==> src/rtl/fc_data_mover_bram.sv <==
// FC data mover: streams N words from node/weight/bias BRAMs (port A) and accumulates node*weight+bias per 8-bit lane.
// Latency is N+2 cycles from the accepted run to o_done; there is no backpressure and the BRAMs are never written.
module fc_data_mover_bram #(
   parameter int CNT_BIT       = 31,
   parameter int DWIDTH        = 32,
   parameter int AWIDTH        = 12,
   parameter int MEM_SIZE      = 4096,
   parameter int IN_DATA_WITDH = 8
) (
   input  logic                clk,
   input  logic                reset_n,
   input  logic                i_run,
   input  logic [CNT_BIT-1:0]  i_num_cnt,
   output logic                o_idle,
   output logic                o_read,
   output logic                o_write,
   output logic                o_done,
   output logic [AWIDTH-1:0]   addr_b0,
   output logic                ce_b0,
   output logic                we_b0,
   input  logic [DWIDTH-1:0]   q_b0,
   output logic [DWIDTH-1:0]   d_b0,
   output logic [AWIDTH-1:0]   addr_b1,
   output logic                ce_b1,
   output logic                we_b1,
   input  logic [DWIDTH-1:0]   q_b1,
   output logic [DWIDTH-1:0]   d_b1,
   output logic [AWIDTH-1:0]   addr_b2,
   output logic                ce_b2,
   output logic                we_b2,
   input  logic [DWIDTH-1:0]   q_b2,
   output logic [DWIDTH-1:0]   d_b2,
   output logic [31:0]         result_0,
   output logic [31:0]         result_1,
   output logic [31:0]         result_2,
   output logic [31:0]         result_3
);

   localparam int                IW           = IN_DATA_WITDH;
   localparam logic [AWIDTH-1:0] LP_ADDR_LAST = AWIDTH'(MEM_SIZE - 1);

   typedef enum logic [1:0] {
      S_IDLE = 2'd0,
      S_RUN  = 2'd1,
      S_DONE = 2'd2
   } state_t;

   state_t               r_state;
   state_t               w_state_nxt;
   logic                 r_ce;
   logic                 r_acc_vld;
   logic [AWIDTH-1:0]    r_addr;
   logic [CNT_BIT-1:0]   r_rem;
   logic [31:0]          r_result [4];
   logic                 w_accept;

   logic [IW-1:0]        w_node [4];
   logic [IW-1:0]        w_wegt [4];
   logic [IW-1:0]        w_bias [4];
   logic [2*IW-1:0]      w_prod [4];
   logic [31:0]          w_term [4];

   assign w_accept = (r_state == S_IDLE) && i_run;

   always_ff @(posedge clk) begin
      if (!reset_n) begin
         r_state <= S_IDLE;
      end else begin
         r_state <= w_state_nxt;
      end
   end

   always_comb begin
      w_state_nxt = r_state;
      case (r_state)
         S_IDLE: begin
            if (i_run) begin
               w_state_nxt = (i_num_cnt == '0) ? S_DONE : S_RUN;
            end
         end
         // the last accumulation is the cycle with returned data but no read in flight
         S_RUN: begin
            if (r_acc_vld && !r_ce) begin
               w_state_nxt = S_DONE;
            end
         end
         S_DONE:  w_state_nxt = S_IDLE;
         default: w_state_nxt = S_IDLE;
      endcase
   end

   // r_rem counts the reads still to issue after the current one
   always_ff @(posedge clk) begin
      if (!reset_n) begin
         r_ce      <= 1'b0;
         r_acc_vld <= 1'b0;
         r_addr    <= '0;
         r_rem     <= '0;
      end else begin
         r_acc_vld <= r_ce;
         if (w_accept) begin
            r_ce   <= (i_num_cnt != '0);
            r_addr <= '0;
            r_rem  <= i_num_cnt - 1'b1;
         end else if (r_ce) begin
            if (r_rem == '0) begin
               r_ce <= 1'b0;
            end else begin
               r_rem  <= r_rem - 1'b1;
               r_addr <= (r_addr == LP_ADDR_LAST) ? '0 : r_addr + 1'b1;
            end
         end
      end
   end

   // lane 0 is the most significant operand byte
   always_comb begin
      for (int k = 0; k < 4; k++) begin
         w_node[k] = q_b0[DWIDTH-1-IW*k -: IW];
         w_wegt[k] = q_b1[DWIDTH-1-IW*k -: IW];
         w_bias[k] = q_b2[DWIDTH-1-IW*k -: IW];
         w_prod[k] = w_node[k] * w_wegt[k];
         w_term[k] = 32'(w_prod[k]) + 32'(w_bias[k]);
      end
   end

   always_ff @(posedge clk) begin
      if (!reset_n) begin
         for (int k = 0; k < 4; k++) begin
            r_result[k] <= '0;
         end
      end else if (w_accept) begin
         for (int k = 0; k < 4; k++) begin
            r_result[k] <= '0;
         end
      end else if (r_acc_vld) begin
         for (int k = 0; k < 4; k++) begin
            r_result[k] <= r_result[k] + w_term[k];
         end
      end
   end

   assign o_idle   = (r_state == S_IDLE);
   assign o_done   = (r_state == S_DONE);
   assign o_read   = r_ce;
   assign o_write  = r_acc_vld;

   assign addr_b0  = r_addr;
   assign addr_b1  = r_addr;
   assign addr_b2  = r_addr;
   assign ce_b0    = r_ce;
   assign ce_b1    = r_ce;
   assign ce_b2    = r_ce;
   assign we_b0    = 1'b0;
   assign we_b1    = 1'b0;
   assign we_b2    = 1'b0;
   assign d_b0     = '0;
   assign d_b1     = '0;
   assign d_b2     = '0;

   assign result_0 = r_result[0];
   assign result_1 = r_result[1];
   assign result_2 = r_result[2];
   assign result_3 = r_result[3];

endmodule

==> config.mk <==
export PLATFORM = sky130hd
export DESIGN_NAME = fc_data_mover_bram
export DESIGN_NICKNAME = d
export VERILOG_FILES = /design/src/rtl/fc_data_mover_bram.sv
export SDC_FILE = /design/constraint.sdc
export NUM_CORES = 1
export LEC_CHECK = 0
export ABC_AREA = 1
export CORE_ASPECT_RATIO = 1.1
export CORE_UTILIZATION = 60
export DETAILED_ROUTE_END_ITERATION = 8
export GPL_ROUTABILITY_DRIVEN = 0
export PLACE_DENSITY = 0.89
export SYNTH_ARGS = -nofsm -noshare
export SYNTH_HDL_FRONTEND = slang
export SYNTH_SLANG_ARGS = --single-unit
==> constraint.sdc <==
create_clock -name clk -period 17.7 [get_ports clk]
set_input_delay 3.54 -clock clk [delete_from_list [all_inputs] [get_ports clk]]
set_output_delay 3.54 -clock clk [all_outputs]
set_load 0.03 [all_outputs]
==> impl_metrics.toml <==
[outcome]
outcome = "finished, final reports clean"

[timing]
relSlewSlack = 0.3002
fmax_ghz = 0.1183
finalWorstSetupSlack_ns = 9.246
hold_viol_final = 0
setup_viol = 0
maxSlewViolCount = 0
setup_total_negative_slack_ns = 0
fin_crit_sh = 0.4776
finalCriticalPeriod_ns = 8.454
finClkSkew_ns = 0.01249
rsz0062_at_grt = "no"
tightest_slew_ns = 1.049

[cells_and_area]
final.fill_count = 3080
antenna_cells = 0
final_cell_area_um2 = 26590
nets = 4005
syn2layout_area_growth_pct = 13.70
final_layout_size_suffix_gt1_frac = 0.02734
final_common_cell = "nand2_1"
layout_common_cells = "nand2_1, inv_1, clkdlybuf4s50_1"
final_util = 0.6945

[cts]
cts_sinks = 175
cts_resized = 0
hold_buffers = 0
cts_buffers = 17
clockBufferDepth = 2
cts_tree = "built"
postCtsSetupRepairBufs = 0
insertion_delay_ns = 0.45
clk_pin_slew_ns = 0.06
htree_num_levels = 4
root_buffer = "clkbuf_16"

[synth]
syn_inst = 3231
synthAdderAreaFrac = 0.3114
synth_top_family_by_area = "adder cells"
async_reset_ff_frac = 0
synthFlopType = "edfxtp_1"
synth.mux.area_fraction = 0
yosys.area_share.simple = 0.2256
synth_xor_area_frac = 0.004120
ys_seq_elements = 175
synthDistinctLibCells = 49
yosysWarnings = 0
synth-edff-count = 96
synth_area_per_cell_um2 = 7.238
ys_seq_area_frac = 0.1909
syn_area_um2 = 23390
synth_compound_area_frac = 0.09796

[hold_path]
hold_class = "reg2reg"

[power_and_ir_drop]
p_clk_frac = 0.128
sequentialPowerShare = 0.180
internal_power_mw = 1.382
p_leak_nw = 13.82
switching_power_mw = 1.524
p_sw_frac = 0.5244
powerDensity_nw_per_um2 = 109.3
ir_drop_mv = 0.08538
combPwrFrac = 0.691

[die]
die_height_um = 209.1
num_io_pins = 400
initial_core_util = 0.6108
die_x_um = 190.2
dieArea_um2 = 39770
core_um2 = 38290
rows = 75

[drt]
drt_pass1_iterations = 6
drc = 0
postRouteAntennaNets = 0
wirelength_um = 58560
drtIter0Drc = 1804
via_per_inst = 5.343
wl_per_cell_um = 14.87
dr_total_vias = 21040

[critical_path]
cp_max_fo = 8
worstPathCellList = "clkdlybuf4s50_1, nand2_1, fa_1, inv_1, fa_1, inv_1, fa_1, inv_1, fa_1, fa_1, ha_1, nand2_1, o21ai_0, a21oi_1, inv_1, nand2_1, nand2_1, nand2_1, nand2_1, nand3_1, nand2_1, nor2_1"
start_kind = "input pin"
worstPathArrival_ns = 8.65
critPathRequiredTime_ns = 17.90
cp_common_cell = "nand2_1"
crit_path_end_kind = "flop"
crit_slowest_cell = "clkdlybuf4s50_1"
crit_type = "in2reg"
slowest_delay_ns = 0.65

[global_routing]
grt_use_met3 = 0.04602
grt_pass1_vias = 20400
grt_pass1_wl_um = 95970
grt-ovfl-total = 0
busiest_layer = "met2"
grtUsageMet2 = 0.5125
grt_use_total = 0.2981
grt_max_degree = 57
grt.met1_usage = 0.3705
antenna_found_initial = 0

[placement]
dp_hpwl_um = 47930
dpl-instance-area_um2 = 26030
post-place-ws_ns = 8.846
port_buffers = 300

[flow_run]
cap_viol_max_count = 0
power groups by stage:
stage / sequential (mW) / combinational, mW / clock (mW)
2_1_floorplan: 0.583 / 1.42 / 0
3_3_place_gp: 0.531 / 1.88 / 0
3_5_place_dp: 0.532 / 1.96 / 0
4_1_cts: 0.523 / 1.98 / 0.379
5_1_grt: 0.529 / 2.27 / 0.394
6_report: 0.524 / 2.01 / 0.373
cell families (layout without fill, tap and decap cells):
family / after synthesis / in the layout
AND/OR/NAND/NOR: 1258 / 1258
buffers and inverters: 911 / 1020
adder cells (fa/ha/maj): 450 / 450
AO/OA/AOI/OAI: 425 / 425
flip-flops: 175 / 175
XOR/XNOR: 11 / 11
other: 1 / 99
per-stage QoR:
stage	hold slack [ns]	std cells	total power [mW]
after floorplan	0.4453	3329	2.002
after global placement	0.4575	3906	2.414
after detailed placement	0.4560	3906	2.493
after CTS	0.4664	3938	2.883
after global routing	0.5043	3938	3.188
final	0.4675	3938	2.906
metal layers:
metal / part of all wire / up-vias
li1: - / 10200
met1: 0.39 / 9792
met2: 0.50 / 885
met3: 0.073 / 167
met4: 0.040 / 0
met5: 0 / -
worst paths after layout:
| check | cells after the start | slack (ns) | to | start |
|---|---|---|---|---|
| max reg2reg | 17 | 13.10 | r_result[1][29] | r_result[1][8] |
| max | 22 | 9.25 | r_result[1][29] | q_b1[16] |
| min | 2 | 0.47 | r_rem[12] | r_rem[12] |
| min reg2reg | 2 | 0.47 | r_rem[12] | r_rem[12] |
worst max-delay path, delay by kind of cell:
family	cells	cell delay (ns)
compound gates	2	0.51
fa+ha+maj	6	2.84
buf+inv	5	0.92
simple gates	9	0.80
layout make-up:
cell class              instances  area, µm²  share of cell area
well taps                     500      625.6             0.02353
clock inverters                 9      82.58            0.003106
inverters                     679       2549             0.09585
multi-input cells            2243      15320              0.5761
clock buffers                  23      479.2             0.01802
flip-flops and latches        175       4464              0.1679
repair buffers                309       3070              0.1155
cell usage after synthesis, types with 3 or more instances:
master    count  share of area
fa_1        220           0.19
nor2_2       11         0.0029
ha_1        230           0.12
o21bai_1     10         0.0032
a21o_1        7         0.0022
clkbuf_1     81          0.013
inv_1       671           0.11
o21ai_2       8         0.0030
nand3_1     112          0.024
o211ai_1      7         0.0022
xnor2_1       4         0.0015
nand2_1     763           0.12
inv_2         7         0.0011
buf_4       127          0.041
buf_6         4         0.0019
nor2_1      229          0.037
nor2_4        6         0.0029
a21oi_1     229          0.049
buf_2        16         0.0034
nand4_1      31         0.0083
a31oi_1       3        0.00080
a211oi_1      3        0.00096
dfxtp_1      79          0.068
o21ai_0     127          0.027
nand3b_1     16         0.0051
nor4_1       20         0.0054
o21a_1       17         0.0055
nand2_2      16         0.0043
or2_2         6         0.0016
a22oi_1       3        0.00096
and2_1        7         0.0019
a21boi_0      3        0.00096
edfxtp_1     96           0.12
nor3_1       32         0.0068
o21ai_1       5         0.0011
xor2_1        7         0.0026
flip-flops by register name, indices dropped and copies added (netlist names):
name      flops
r_result    128
r_rem        31
addr_b0      12
r_state       2
ce_b0         1
o_write       1
Power figures use the tool's default switching activity.
